### config.mk
export PLATFORM = sky130hd
export DESIGN_NAME = node_port_flat
export DESIGN_NICKNAME = d
export VERILOG_FILES = /design/src/rtl/node_port_pkg.sv /design/src/rtl/node_port_if.sv /design/src/rtl/node_port_fifo.sv /design/src/rtl/node_port.sv /design/src/flat_wrapper.sv
export SDC_FILE = /design/constraint.sdc
export NUM_CORES = 1
export LEC_CHECK = 0
export BUFFER_PORTS_ARGS = -buffer_cell sky130_fd_sc_hd__buf_2
export CAP_MARGIN = 25
export CORE_UTILIZATION = 40
export DETAILED_ROUTE_END_ITERATION = 12
export PLACE_DENSITY_LB_ADDON = 0.25
export SYNTH_ARGS = -nofsm -noshare
export SYNTH_HDL_FRONTEND = slang
export SYNTH_SLANG_ARGS = --single-unit
### constraint.sdc
create_clock -name Clk_R -period 2.9 [get_ports Clk_R]
set_input_delay 0.29 -clock Clk_R [delete_from_list [all_inputs] [get_ports Clk_R]]
set_output_delay 0.29 -clock Clk_R [all_outputs]
set_load 0.05 [all_outputs]
### src/rtl/node_port_pkg.sv
// Shared widths, send FSM state encoding and the saturating wait-counter helper for node_port.
package node_port_pkg;

  localparam int NODE_TX_W = 29;
  localparam int NODE_RX_W = 24;
  localparam int TO_CNT_W  = 8;

  typedef enum logic [1:0] {
    IDLE  = 2'd0,
    OFFER = 2'd1,
    GAP   = 2'd2
  } send_state_t;

  function automatic logic [TO_CNT_W-1:0] sat_inc(input logic [TO_CNT_W-1:0] v);
    return (&v) ? v : v + 1'b1;
  endfunction

endpackage

### src/rtl/node_port_if.sv
// Host-side queue handshakes plus the router-core node link; slave is the node_port view.
interface node_port_if;
  import node_port_pkg::*;

  logic [NODE_TX_W-1:0] host_tx_data;
  logic                 host_tx_valid;
  logic                 host_tx_ready;
  logic [NODE_RX_W-1:0] host_rx_data;
  logic                 host_rx_valid;
  logic                 host_rx_ready;
  logic [NODE_TX_W-1:0] Packet_From_Node;
  logic                 Packet_From_Node_Valid;
  logic                 Core_Load_Ack;
  logic [NODE_RX_W-1:0] Packet_To_Node;
  logic                 Packet_To_Node_Valid;

  modport slave (
    input  host_tx_data, host_tx_valid, host_rx_ready,
    input  Core_Load_Ack, Packet_To_Node, Packet_To_Node_Valid,
    output host_tx_ready, host_rx_data, host_rx_valid,
    output Packet_From_Node, Packet_From_Node_Valid
  );

  modport master (
    output host_tx_data, host_tx_valid, host_rx_ready,
    output Core_Load_Ack, Packet_To_Node, Packet_To_Node_Valid,
    input  host_tx_ready, host_rx_data, host_rx_valid,
    input  Packet_From_Node, Packet_From_Node_Valid
  );

endinterface

### src/rtl/node_port_fifo.sv
// node_fifo: synchronous WIDTH x DEPTH FIFO (DEPTH power of 2); head is the registered read slot.
// Push while full and pop while empty are ignored; push and pop in the same cycle are both taken.
module node_fifo #(
  parameter int WIDTH = 8,
  parameter int DEPTH = 4,
  localparam int AW = $clog2(DEPTH),
  localparam int CW = AW + 1
) (
  input  logic             clk,
  input  logic             rst_n,
  input  logic             push,
  input  logic [WIDTH-1:0] push_data,
  input  logic             pop,
  output logic [WIDTH-1:0] head,
  output logic             full,
  output logic             empty,
  output logic [CW-1:0]    count
);

  logic [WIDTH-1:0] mem [DEPTH];
  logic [AW-1:0]    wr_ptr;
  logic [AW-1:0]    rd_ptr;
  logic             do_push;
  logic             do_pop;

  assign full    = (count == CW'(DEPTH));
  assign empty   = (count == '0);
  assign do_push = push && !full;
  assign do_pop  = pop && !empty;
  assign head    = mem[rd_ptr];

  always_ff @(posedge clk) begin
    if (!rst_n) begin
      wr_ptr <= '0;
      rd_ptr <= '0;
      count  <= '0;
    end else begin
      if (do_push) wr_ptr <= wr_ptr + 1'b1;
      if (do_pop)  rd_ptr <= rd_ptr + 1'b1;
      count <= count + CW'(do_push) - CW'(do_pop);
    end
  end

  // Storage is not reset; empty gating in the parent hides stale contents.
  always_ff @(posedge clk) begin
    if (rst_n && do_push) mem[wr_ptr] <= push_data;
  end

endmodule

### src/rtl/node_port.sv
// node_port: host send/receive queues bridged to one router core node link (offer/ack out, pulse in).
// Optional per-port statistics counters are enabled with NODE_PORT_STATS_EN.
module node_port
  import node_port_pkg::*;
#(
  parameter int TXQ_DEPTH   = 4,
  parameter int RXQ_DEPTH   = 4,
  parameter int ACK_TIMEOUT = 255
) (
  input  logic       Clk_R,
  input  logic       Rst_n,
  node_port_if.slave bus,
  output logic       rx_overflow,
  output logic       ack_timeout
`ifdef NODE_PORT_STATS_EN
  ,
  output logic [7:0] stat_sent,
  output logic [7:0] stat_rcvd,
  output logic [7:0] stat_drop
`endif
);

  localparam int TXC_W = $clog2(TXQ_DEPTH) + 1;
  localparam int RXC_W = $clog2(RXQ_DEPTH) + 1;
  localparam logic [TO_CNT_W-1:0] TO_LIMIT = TO_CNT_W'(ACK_TIMEOUT);

  send_state_t          state;
  logic [TO_CNT_W-1:0]  wait_cnt;
  logic [NODE_TX_W-1:0] pfn_data;
  logic                 pfn_valid;
  logic                 tx_ready_q;

  logic [NODE_TX_W-1:0] tx_head;
  logic                 tx_full;
  logic                 tx_empty;
  logic [TXC_W-1:0]     tx_count;
  logic                 tx_push;
  logic                 tx_pop;
  logic                 tx_full_next;

  logic [NODE_RX_W-1:0] rx_head;
  logic                 rx_full;
  logic                 rx_empty;
  logic [RXC_W-1:0]     rx_count;
  logic                 rx_push;
  logic                 rx_pop;
  logic                 rx_drop;

  assign tx_push = bus.host_tx_valid && tx_ready_q;
  assign tx_pop  = (state == OFFER) && bus.Core_Load_Ack;

  node_fifo #(.WIDTH(NODE_TX_W), .DEPTH(TXQ_DEPTH)) u_txq (
    .clk       (Clk_R),
    .rst_n     (Rst_n),
    .push      (tx_push),
    .push_data (bus.host_tx_data),
    .pop       (tx_pop),
    .head      (tx_head),
    .full      (tx_full),
    .empty     (tx_empty),
    .count     (tx_count)
  );

  // Ready is registered from the next-cycle fill level so an ack never reaches it combinationally.
  always_comb begin
    tx_full_next = (tx_full && !tx_pop) ||
                   ((tx_count == TXC_W'(TXQ_DEPTH - 1)) && tx_push && !tx_pop);
  end

  always_ff @(posedge Clk_R) begin
    if (!Rst_n) tx_ready_q <= 1'b0;
    else        tx_ready_q <= !tx_full_next;
  end

  always_ff @(posedge Clk_R) begin
    if (!Rst_n) begin
      state       <= IDLE;
      pfn_valid   <= 1'b0;
      pfn_data    <= '0;
      wait_cnt    <= '0;
      ack_timeout <= 1'b0;
    end else begin
      case (state)
        IDLE: begin
          if (!tx_empty) begin
            state     <= OFFER;
            pfn_valid <= 1'b1;
            pfn_data  <= tx_head;
            wait_cnt  <= '0;
          end
        end
        OFFER: begin
          if (bus.Core_Load_Ack) begin
            state     <= GAP;
            pfn_valid <= 1'b0;
          end else begin
            wait_cnt <= sat_inc(wait_cnt);
            if (sat_inc(wait_cnt) >= TO_LIMIT) ack_timeout <= 1'b1;
          end
        end
        GAP: begin
          state <= IDLE;
        end
        default: begin
          state     <= IDLE;
          pfn_valid <= 1'b0;
        end
      endcase
    end
  end

  assign bus.host_tx_ready          = tx_ready_q;
  assign bus.Packet_From_Node       = pfn_data;
  assign bus.Packet_From_Node_Valid = pfn_valid;

  // Fullness is judged before this cycle's host pop, so a pop cannot rescue a pulse into a full queue.
  assign rx_push = bus.Packet_To_Node_Valid && !rx_full;
  assign rx_drop = bus.Packet_To_Node_Valid && rx_full;
  assign rx_pop  = bus.host_rx_ready && !rx_empty;

  node_fifo #(.WIDTH(NODE_RX_W), .DEPTH(RXQ_DEPTH)) u_rxq (
    .clk       (Clk_R),
    .rst_n     (Rst_n),
    .push      (rx_push),
    .push_data (bus.Packet_To_Node),
    .pop       (rx_pop),
    .head      (rx_head),
    .full      (rx_full),
    .empty     (rx_empty),
    .count     (rx_count)
  );

  assign bus.host_rx_valid = (rx_count != '0);
  assign bus.host_rx_data  = rx_empty ? '0 : rx_head;

  always_ff @(posedge Clk_R) begin
    if (!Rst_n)       rx_overflow <= 1'b0;
    else if (rx_drop) rx_overflow <= 1'b1;
  end

`ifdef NODE_PORT_STATS_EN
  always_ff @(posedge Clk_R) begin
    if (!Rst_n) begin
      stat_sent <= '0;
      stat_rcvd <= '0;
      stat_drop <= '0;
    end else begin
      if (tx_pop)  stat_sent <= stat_sent + 1'b1;
      if (rx_push) stat_rcvd <= stat_rcvd + 1'b1;
      if (rx_drop) stat_drop <= stat_drop + 1'b1;
    end
  end
`endif

endmodule

### src/flat_wrapper.sv
// flat-port wrapper written by rule: the top's interface ports become plain ports
module node_port_flat import node_port_pkg::*;
#(
  parameter int TXQ_DEPTH   = 4,
  parameter int RXQ_DEPTH   = 4,
  parameter int ACK_TIMEOUT = 255
)
  (Clk_R, Rst_n, rx_overflow, ack_timeout, bus_host_tx_data, bus_host_tx_valid, bus_host_rx_ready, bus_Core_Load_Ack, bus_Packet_To_Node, bus_Packet_To_Node_Valid, bus_host_tx_ready, bus_host_rx_data, bus_host_rx_valid, bus_Packet_From_Node, bus_Packet_From_Node_Valid);
  node_port_if bus_i ();
  input  logic Clk_R;
  input  logic Rst_n;
  output logic rx_overflow;
  output logic ack_timeout;
  input wire logic [$bits(bus_i.host_tx_data)-1:0] bus_host_tx_data;
  input wire logic [$bits(bus_i.host_tx_valid)-1:0] bus_host_tx_valid;
  input wire logic [$bits(bus_i.host_rx_ready)-1:0] bus_host_rx_ready;
  input wire logic [$bits(bus_i.Core_Load_Ack)-1:0] bus_Core_Load_Ack;
  input wire logic [$bits(bus_i.Packet_To_Node)-1:0] bus_Packet_To_Node;
  input wire logic [$bits(bus_i.Packet_To_Node_Valid)-1:0] bus_Packet_To_Node_Valid;
  output wire logic [$bits(bus_i.host_tx_ready)-1:0] bus_host_tx_ready;
  output wire logic [$bits(bus_i.host_rx_data)-1:0] bus_host_rx_data;
  output wire logic [$bits(bus_i.host_rx_valid)-1:0] bus_host_rx_valid;
  output wire logic [$bits(bus_i.Packet_From_Node)-1:0] bus_Packet_From_Node;
  output wire logic [$bits(bus_i.Packet_From_Node_Valid)-1:0] bus_Packet_From_Node_Valid;
  assign bus_i.host_tx_data = bus_host_tx_data;
  assign bus_i.host_tx_valid = bus_host_tx_valid;
  assign bus_i.host_rx_ready = bus_host_rx_ready;
  assign bus_i.Core_Load_Ack = bus_Core_Load_Ack;
  assign bus_i.Packet_To_Node = bus_Packet_To_Node;
  assign bus_i.Packet_To_Node_Valid = bus_Packet_To_Node_Valid;
  assign bus_host_tx_ready = bus_i.host_tx_ready;
  assign bus_host_rx_data = bus_i.host_rx_data;
  assign bus_host_rx_valid = bus_i.host_rx_valid;
  assign bus_Packet_From_Node = bus_i.Packet_From_Node;
  assign bus_Packet_From_Node_Valid = bus_i.Packet_From_Node_Valid;
  node_port #(.TXQ_DEPTH(TXQ_DEPTH), .RXQ_DEPTH(RXQ_DEPTH), .ACK_TIMEOUT(ACK_TIMEOUT)) u_core (.Clk_R(Clk_R), .Rst_n(Rst_n), .bus(bus_i), .rx_overflow(rx_overflow), .ack_timeout(ack_timeout));
endmodule
==> results.md <==
* Outcome: finished, final reports clean
* Most frequent cells in the layout: edfxtp_1, buf_2, nand2_1, dfxtp_1
* Rows at 58
* Register area at 7550 um2
* Worst slew margin at 37.8%
* CTS tree: yes
* R2r startpoint: u_core.u_txq.count[1]$_SDFF_PN0_
* Final min period at around 2.6 ns
* Cell Area, Synth at 10,500 um2
* Register area share after synthesis at 72.1%
* Critical path class: flop to output port
* Yosys reg bits at ~270
* Post-DP HPWL at around 12 mm
* Pleak at 0.00450 uW
* Die footprint at 26,800 um2
* Detail Route Antenna Nets at 0
* EDFF count, synth at between 200 and 250
* Clk buf depth at 3
* Most common cell after layout, fill and taps aside: edfxtp_1
* Post-route insts no fill at 1,148
* Reg2Reg Depth at 9
* Post-Syn Instances at 613
* Crit path DAT at 2.35 ns
* Worst Setup End Kind: output port
* Max Clock Freq at 0.378 GHz
* Critical Path Fanout Max at 14
* IO buf count at approximately 120
* Cts bufs inserted at 28
* Hold Crit Class: primary input to flop
* R2r setup slk at 0.55 ns
* Total gr overflow at 0
* Period utilisation layout at between 90% and 100%
* Hold Violations, Final at 0
* Total GRT Usage at 15.5%
* Number of setup buffers added after CTS at 0
* Initial DRC count at 344
* DRC Markers at 0
* Via count at 5,825
* Pwr dens at 900 nW/um2
* Setup TNS at 0 ns
* Fin nets at slightly below 900
* Die width at between 150 and 200 um
* Mean Syn Cell Area at around 17 um2
* Min-Delay Endpoint: u_core.rx_overflow$_SDFFE_PN0P_
* RSZ-0062 raised after global routing: no
* Largest net degree at the start of global routing at 48
* CP Launch Type: flop
* Mapped Nets at 687
* Register clock-pin slew on the reported worst setup and hold paths at 0.06 ns
* FFs w/ async S/R, synth at 0%
* Max-Cap Viols at 0
* Worst IR Drop VDD at 593 uV
* Initial Utilization at 41.2%
* Synth Flop Type: edfxtp_1
* Worst-Skew Late Latency at 0.54 ns
* # H-tree levels at 1
* Warnings from Yosys at 0
* Worst Clk Skew at between 0.015 and 0.02 ns
* Post-Place Cells at 1,041
* Worst-Margin Slew at 0.932 ns
* Routed len/inst at around 18 um
* Vias per cell at 5.07
* Clk root buf: clkbuf_16
* Layout Area Growth over Synthesis at 22.8%
* Detailed Routing Iterations Pass 1 at 4
* RR Endpoint: u_core.u_txq.count[2]$_SDFF_PN0_
* Antenna violations before repair at 3
* Io pins at 117
* Unique masters post-synth at 53
* Gpl congestion at 0.766
* Hold Crit Depth at 3
* Final count of negative-setup-slack endpoints at 0
* Routed WL at 20.2 mm
* Worst Path Required at 2.61 ns
* CTS Sinks at 271
* Vias in the first global route at 6,104
* Die Y at 164 um
* Global-route wire length before repair at 32.0 mm
* Share of cells above drive strength 1 at 29.5%
* Multi-input gate area at 2680 um2
* Filler instances at roughly 2.1k
* Core Box Area at 25,400 um2
* Final Max Tran Viols at 0
* Min-delay src: bus_Packet_To_Node_Valid
[cells by family (layout without fill, tap and decap cells)]
group / after synthesis / after routing / synth area share [%]
adders and majority gates: 15 / 15 / 1.94
other: 0 / 2 / 0
AOI/OAI and AO/OA: 60 / 60 / 3.70
buffers and inverters: 49 / 252 / 2.33
and+or+nand+nor: 151 / 151 / 7.27
muxes: 57 / 57 / 11.8
xor gates and xnor gates: 10 / 10 / 0.837
DFF: 271 / 271 / 72.1
[synthesized netlist by cell type, types with 3 or more instances]
| cell | instances | area share, % |
|---|---|---|
| ha_1 | 13 | 1.6 |
| a31oi_1 | 4 | 0.24 |
| edfxtp_1 | 212 | 61 |
| buf_2 | 11 | 0.53 |
| xnor2_1 | 9 | 0.75 |
| clkbuf_8 | 3 | 0.39 |
| and2_1 | 31 | 1.9 |
| inv_1 | 14 | 0.50 |
| and3_1 | 11 | 0.66 |
| nor3_1 | 3 | 0.14 |
| nor2_1 | 20 | 0.72 |
| mux4_2 | 53 | 11 |
| a311oi_1 | 4 | 0.33 |
| nand2_1 | 67 | 2.4 |
| dfxtp_1 | 59 | 11 |
| nand3_1 | 4 | 0.19 |
| a21oi_1 | 36 | 1.7 |
| mux2i_1 | 4 | 0.38 |
| clkbuf_1 | 16 | 0.57 |
| o21ai_0 | 3 | 0.14 |
[state kept, by name, summed over array words and instances, names as in the netlist, 3 cells and up, named ones only]
signal,cells
u_core.u_txq.count,3
u_core.bus.Packet_From_Node,29
u_core.u_txq.mem,116
u_core.u_rxq.mem,96
u_core.u_rxq.count,3
u_core.wait_cnt,8
[critical path: stages, from the launching register on]
cell and delay, ns:
dfxtp_2 0.64, buf_4 0.27, mux4_2 0.52, and2_1 0.18, buf_2 0.21
[where the power goes]
group / switching [uW] / internal, uW / total, uW
Sequential: 241 / 4580 / 4820
Combinational: 2270 / 997 / 3260
Clock: 1380 / 2090 / 3470
Total: 3890 / 7670 / 11600
[worst max-delay path by stage]
stage | from | to | slack (ns) | cells after the start
finish | flop | bus_host_rx_data[21] | 0.26 | 4
global route | flop | bus_host_rx_data[17] | 0.08 | 4
CTS | flop | bus_host_rx_data[13] | 0.17 | 4
detailed placement | u_core.u_txq.count[1]$_SDFF_PN0_ | u_core.u_txq.count[2]$_SDFF_PN0_ | 0.54 | 9
global placement | u_core.u_rxq.count[2]$_SDFF_PN0_ | u_core.u_rxq.count[2]$_SDFF_PN0_ | 0.62 | 9
floorplan | u_core.u_rxq.count[2]$_SDFF_PN0_ | u_core.u_rxq.count[2]$_SDFF_PN0_ | 0.57 | 10
[metrics by stage]
step	hold slack (ns)	power, uW	util [%]	worst slack (ns)	cell area (um2)
CTS	0.00750	11700	50.5	0.169	12800
detailed placement	0.448	8170	44.9	0.538	11400
global placement	0.442	8100	44.9	0.616	11400
finish	0.0296	11600	50.6	0.256	12800
floorplan	0.389	7330	-	0.568	10500
global route	0.0222	12100	50.6	0.0771	12800
[routing by layer]
metal  wire (um)  GRT usage [%]
met5          13              0
met4         557           5.05
met3        1140           3.11
met2       10100           27.7
met1        8390           18.8
[final cells by class]
class / instances / share of cell area (%)
clock inverter: 9 / 1.06
timing repair buffer: 186 / 9.64
tap: 330 / 3.21
inverter: 14 / 0.409
multi-input combinational: 293 / 20.9
antenna: 2 / 0.0390
sequential: 271 / 58.8
clock buffer: 43 / 5.97
[timing repair]
action                    in CTS  in global routing
hold endpoints to repair     212                  0
hold buffers                  53                  0
gates resized for setup        0                  0
Power figures use the tool's default switching activity.
